**config.mk**
```make
export PLATFORM = sky130hd
export DESIGN_NAME = vga_draw_arbiter
export DESIGN_NICKNAME = d
export VERILOG_FILES = /design/src/rtl/vga_draw_arbiter.sv
export SDC_FILE = /design/constraint.sdc
export NUM_CORES = 1
export LEC_CHECK = 0
export CAP_MARGIN = 20
export CORE_MARGIN = 5
export CORE_UTILIZATION = 55
export CTS_BUF_LIST = sky130_fd_sc_hd__clkbuf_16
export CTS_CLUSTER_DIAMETER = 50
export CTS_CLUSTER_SIZE = 10
export DETAILED_ROUTE_END_ITERATION = 6
export DONT_BUFFER_PORTS = 1
export GPL_ROUTABILITY_DRIVEN = 0
export PLACE_DENSITY_LB_ADDON = 0.1
export SLEW_MARGIN = 20
export SYNTH_ARGS = -nofsm -noshare
export SYNTH_HDL_FRONTEND = slang
export SYNTH_SLANG_ARGS = --single-unit
```
**constraint.sdc**
```tcl
create_clock -name clk -period 1.51 [get_ports clk]
set_input_delay 0.3775 -clock clk [delete_from_list [all_inputs] [get_ports clk]]
set_output_delay 0.3775 -clock clk [all_outputs]
set_load 0.01 [all_outputs]
```
**src/rtl/vga_draw_arbiter.sv**
```systemverilog
// vga_draw_arbiter
//   Shares the single VGA adapter pixel-write port between four symbol
//   drawers and a full-screen clear engine. Drawers are granted round-robin
//   and keep the grant for a whole symbol; the selected pixel is registered
//   onto the adapter inputs one cycle after it is accepted. A clear runs
//   after reset and whenever clear_req is seen outside a running clear.
//
//   state   | meaning
//   --------+----------------------------------------------------------
//   S_CLEAR | sweep every pixel in raster order with CLEAR_COLOUR
//   S_IDLE  | one arbitration cycle, nothing plotted
//   S_GRANT | drawer r_g owns the port until its last pixel or abort
//
// Ports
//   clk, reset_n          clock, asynchronous active-low reset
//   clear_req             request a full-screen clear (pulse)
//   req[3:0]              per-drawer request, held until last pixel accepted
//   px/py/pcolour         packed per-drawer pixel (8/7/3 bits per drawer)
//   plast[3:0]            drawer's current pixel ends its symbol
//   gnt[3:0]              one-hot grant, decoded from registered state
//   vga_x/y/colour/plot   registered adapter write port
//   busy, clearing        state != S_IDLE, state == S_CLEAR
module vga_draw_arbiter #(
  parameter logic [2:0] CLEAR_COLOUR = 3'b000,
  parameter int         X_MAX        = 160,
  parameter int         Y_MAX        = 120
) (
  input  logic        clk,
  input  logic        reset_n,
  input  logic        clear_req,
  input  logic [3:0]  req,
  input  logic [31:0] px,
  input  logic [27:0] py,
  input  logic [11:0] pcolour,
  input  logic [3:0]  plast,
  output logic [3:0]  gnt,
  output logic [7:0]  vga_x,
  output logic [6:0]  vga_y,
  output logic [2:0]  vga_colour,
  output logic        vga_plot,
  output logic        busy,
  output logic        clearing
);

  typedef enum logic [1:0] {S_CLEAR, S_IDLE, S_GRANT} state_t;

  state_t      r_state;
  logic [7:0]  r_cx;
  logic [6:0]  r_cy;
  logic [1:0]  r_rr_ptr;
  logic [1:0]  r_g;
  logic        r_clear_pending;
  logic [7:0]  r_vga_x;
  logic [6:0]  r_vga_y;
  logic [2:0]  r_vga_colour;
  logic        r_vga_plot;

  logic [1:0]  w_winner;
  logic [1:0]  w_idx;
  logic        w_found;
  logic        w_any_req;
  logic [7:0]  w_sel_x;
  logic [6:0]  w_sel_y;
  logic [2:0]  w_sel_colour;
  logic        w_sel_req;
  logic        w_sel_last;

  // Round-robin search starts just after the last drawer served; the k=4
  // step wraps back onto r_rr_ptr itself so it is considered last.
  always_comb begin
    w_any_req = |req;
    w_winner  = r_rr_ptr;
    w_idx     = r_rr_ptr;
    w_found   = 1'b0;
    for (int k = 1; k <= 4; k++) begin
      w_idx = r_rr_ptr + 2'(k);
      if (!w_found && req[w_idx]) begin
        w_winner = w_idx;
        w_found  = 1'b1;
      end
    end
  end

  always_comb begin
    w_sel_x      = px[7:0];
    w_sel_y      = py[6:0];
    w_sel_colour = pcolour[2:0];
    case (r_g)
      2'd1: begin
        w_sel_x = px[15:8];  w_sel_y = py[13:7];  w_sel_colour = pcolour[5:3];
      end
      2'd2: begin
        w_sel_x = px[23:16]; w_sel_y = py[20:14]; w_sel_colour = pcolour[8:6];
      end
      2'd3: begin
        w_sel_x = px[31:24]; w_sel_y = py[27:21]; w_sel_colour = pcolour[11:9];
      end
      default: ;
    endcase
    w_sel_req  = req[r_g];
    w_sel_last = plast[r_g];
  end

  always_ff @(posedge clk or negedge reset_n) begin
    if (!reset_n) begin
      r_state         <= S_CLEAR;
      r_cx            <= '0;
      r_cy            <= '0;
      r_rr_ptr        <= 2'd3;
      r_g             <= '0;
      r_clear_pending <= 1'b0;
      r_vga_x         <= '0;
      r_vga_y         <= '0;
      r_vga_colour    <= '0;
      r_vga_plot      <= 1'b0;
    end else begin
      case (r_state)
        S_CLEAR: begin
          r_vga_x      <= r_cx;
          r_vga_y      <= r_cy;
          r_vga_colour <= CLEAR_COLOUR;
          r_vga_plot   <= 1'b1;
          if (r_cx == 8'(X_MAX - 1)) begin
            r_cx <= '0;
            if (r_cy == 7'(Y_MAX - 1)) begin
              r_cy    <= '0;
              r_state <= S_IDLE;
            end else begin
              r_cy <= r_cy + 7'd1;
            end
          end else begin
            r_cx <= r_cx + 8'd1;
          end
        end
        S_IDLE: begin
          r_vga_plot <= 1'b0;
          if (clear_req || r_clear_pending) begin
            r_clear_pending <= 1'b0;
            r_state         <= S_CLEAR;
          end else if (w_any_req) begin
            r_g     <= w_winner;
            r_state <= S_GRANT;
          end
        end
        S_GRANT: begin
          r_vga_x      <= w_sel_x;
          r_vga_y      <= w_sel_y;
          r_vga_colour <= w_sel_colour;
          // A dropped request is an abort: nothing is plotted that cycle.
          r_vga_plot   <= w_sel_req;
          if (clear_req) r_clear_pending <= 1'b1;
          if (!w_sel_req || w_sel_last) begin
            r_rr_ptr <= r_g;
            r_state  <= S_IDLE;
          end
        end
        default: r_state <= S_CLEAR;
      endcase
    end
  end

  assign gnt        = (r_state == S_GRANT) ? (4'b0001 << r_g) : 4'b0000;
  assign vga_x      = r_vga_x;
  assign vga_y      = r_vga_y;
  assign vga_colour = r_vga_colour;
  assign vga_plot   = r_vga_plot;
  assign busy       = (r_state != S_IDLE);
  assign clearing   = (r_state == S_CLEAR);

endmodule

```
==> run_results.csv <==
group,metric,value,unit
final_layout,drive_gt1_share,46.2,%
worst_setup_path,crit_family,"flip-flops",
final_layout,fin_area,3390,um2
worst_setup_path,crit_slowest_cell,"dfrtp_1",
final_layout,layout.nets,357,
die,core,4380,um2
power_and_ir_drop,power.density_cell_area,1050,nW/um2
logic_synthesis,synth.avg_cell_area,11.4,um2
final_layout,syn_to_final_growth,36.1,%
global_route,top_usage_layer,"met2",
final_layout,fill_cells,271,
logic_synthesis,synth.area.top_cells,"dfrtp_1, mux4_2, mux2i_1, nand2_1, o21ai_1",
detailed_routing,dr.pass1.iters,4,
detailed_routing,via_per_inst,6.33,
logic_synthesis,synth.distinct_cells,48,
power_and_ir_drop,ir_drop,0.526,mV
timing,setup_ws,-0.155,ns
logic_synthesis,ys.warnings.count,0,
worst_setup_path,cp.arrival,1.29,ns
global_route,grt_max_degree,42,
global_route,overflow,0,
logic_synthesis,ys.flop_type,"dfrtp_1",
die,ios,108,
timing,finClkSkew,0.00350,ns
logic_synthesis,async_flop_share,100,%
logic_synthesis,synth_top_area_share,39.2,%
worst_setup_path,reg2reg_from,"r_g[0]",
timing,rsz0062_at_grt,"yes",
final_layout,layout.cells.most_common,"buf_4",
clocking,cts-root-buf,"clkbuf_16",
clocking,clkSinkCount,41,
global_route,use_met3,8.78,%
worst_setup_path,crit_required,1.13,ns
logic_synthesis,synth_edf_count,0,
clocking,clk_latency,0.29,ns
detailed_routing,drt_wl_total,7150,um
timing,whs,0.338,ns
worst_setup_path,r2r_slack,-0.15,ns
detailed_routing,ant_nets,0,
worst_setup_path,cp_cell_sequence,"buf_6, nand2b_4, nor3b_2, buf_4",
die,die_x,77.3,um
logic_synthesis,syn_inst,219,
clocking,h-tree-depth,2,
timing,setup_viol,21,
clocking,cts_tree,"done",
worst_setup_path,slowest_delay,0.40,ns
global_route,use_met1,27.5,%
global_route,met2_usage,40.2,%
worst_setup_path,critPathKind,"flip-flop to primary output",
placement,port_buffers,0,
placement,dp_hpwl,5020,um
logic_synthesis,synth_seq_area_share,41.3,%
timing,hold_viol,0,
clocking,cts_buffers,5,
worst_setup_path,rr_endpoint,"r_state[0]",
worst_setup_path,critPathBufInv,2,
timing,min_period,1.67,ns
timing,tightest_slew,0.301,ns
job,drv_cap,0,
clocking,clockBufferDepth,2,
die,die_y,77.3,um
min_path,hold-path-endpoint,"r_g[1]",
global_route,grtUsageTotal,23.6,%
clocking,clkTransAtPathRegs,0.06,ns
status,violations,"negative setup slack",
timing,relSlewSlack,79.7,%
worst_setup_path,cp_max_fo,4,
logic_synthesis,syn_nets,304,
timing,fmax,0.601,GHz
timing,fin_crit_sh,110,%
detailed_routing,via_count,2057,
detailed_routing,first_iter_violations,104,
die,dieArea,5970,um2
die,start_util,56.8,%
logic_synthesis,yosysTopAreaCell,"dfrtp_1",
final_layout,antenna_cells,0,
worst_setup_path,rr_worst_depth,5,
timing,drv_slew,0,
final_layout,final_cell_mix,"buf_4, dfrtp_1, nand2_1",
final_layout,finish.utilization,77.3,%
placement,dp_slack,-0.152,ns
detailed_routing,routedWlPerCell,22.0,um
min_path,hold_start,"clear_req",
detailed_routing,drc_errors,0,
die,rows,24,
placement,dpl-instance-area,2810,um2
min_path,hp-class,"input port to flip-flop",
status,status,"finished, violations left",
global_route,antenna_found_initial,0,
timing,fin_tns_setup,-1.54,ns
global_route,grt_pass1_wl,11100,um
power_and_ir_drop,p_leak,1.38,nW
logic_synthesis,synth-seq-cells,41,
logic_synthesis,netlist_area,2490,um2
worst_setup_path,end_kind,"primary output",
worst_setup_path,worst_setup_path_start_kind,"flip-flop",
min_path,min_delay_path_depth,2,
global_route,grt_pass1_vias,2158,
==> where the power goes <==
| part | leakage, nW | internal, mW | switching [mW] | total (mW) |
|---|---|---|---|---|
| sequential | 0.525 | 1.29 | 0.168 | 1.45 |
| combinational | 0.775 | 0.513 | 0.381 | 0.895 |
| clock | 0.0826 | 0.768 | 0.425 | 1.19 |
| total | 1.38 | 2.57 | 0.974 | 3.54 |
==> cell type report <==
class | count | area [um2] | area share (%)
Multi-Input combinational cell | 158 | 1520 | 45.0
Sequential cell | 41 | 1030 | 30.5
Timing Repair Buffer | 60 | 571 | 16.8
Clock buffer | 5 | 125 | 3.69
Tap cell | 52 | 65.1 | 1.92
Clock inverter | 3 | 37.5 | 1.11
Inverter | 6 | 32.5 | 0.960
==> metrics by stage <==
stage,instances,power (mW)
2_1_floorplan,219,1.90
3_3_place_gp,295,2.15
3_5_place_dp,295,2.19
4_1_cts,319,3.49
5_1_grt,325,3.73
6_report,325,3.54
==> how the worst max path moves through the flow <==
stage	start	slack (ns)	cells past startpoint	to
global route	r_state[0]	-0.20	4	gnt[2]
finish	r_state[0]	-0.16	4	gnt[2]
detailed placement	r_g[0]	-0.15	5	r_rr_ptr[0]
global placement	r_g[0]	-0.11	5	r_rr_ptr[0]
CTS	r_state[0]	-0.15	4	gnt[2]
floorplan	r_g[0]	-0.08	4	r_rr_ptr[1]
==> sequential cells by signal, indices dropped and copies added, names as in the netlist <==
register and flops:
r_state 2, r_cy 7, vga_colour 3, r_rr_ptr 2
r_g 2, vga_plot 1, r_cx 8, vga_x 8
vga_y 7, r_clear_pending 1
==> kinds of logic after synthesis <==
kind of cell	synth area share, %
buffers and inverters	4.07
DFF	41.3
and+or+nand+nor	13.8
xor gates and xnor gates	2.11
adders and majority gates	1.01
muxes	26.8
AOI/OAI and AO/OA	10.9
==> worst register-to-register path, cell delays in order, from the launching register on <==
cell	delay, ns
dfrtp_2	0.42
buf_12	0.15
mux4_2	0.54
inv_4	0.09
a21oi_4	0.07
a221o_1	0.27
==> metal layers <==
metal  up-vias  share of wire [%]
met4         0                1.5
met5         -                  0
li1        929                  -
met2        68                 55
met3        12                6.7
met1      1048                 37
==> cells in the mapped netlist, types with 2 or more instances <==
| master | n |
|---|---|
| o21ai_0 | 6 |
| dfrtp_1 | 39 |
| a21oi_1 | 5 |
| xnor2_1 | 6 |
| nor3_1 | 3 |
| nor3b_1 | 2 |
| buf_1 | 2 |
| a22o_1 | 4 |
| dfstp_2 | 2 |
| a211oi_1 | 2 |
| inv_1 | 4 |
| and3_1 | 5 |
| o21ai_1 | 16 |
| nor2b_1 | 3 |
| clkbuf_1 | 4 |
| nor4_1 | 2 |
| nand2b_1 | 3 |
| mux4_2 | 20 |
| ha_1 | 2 |
| mux2_1 | 4 |
| buf_2 | 5 |
| nand3_1 | 3 |
| nand2_1 | 29 |
| buf_4 | 2 |
| nor2_1 | 8 |
| mux2i_1 | 16 |
==> what timing repair did <==
action | in CTS | in global routing
endpoints found under the setup margin | 20 | 35
hold buffers | 2 | 0
buffers inserted | 14 | 8
gates resized for setup | 29 | 28
gates cloned | 0 | 0
pin swaps | 14 | 7
hold endpoints to repair | 41 | 0
Power figures use the tool's default switching activity.
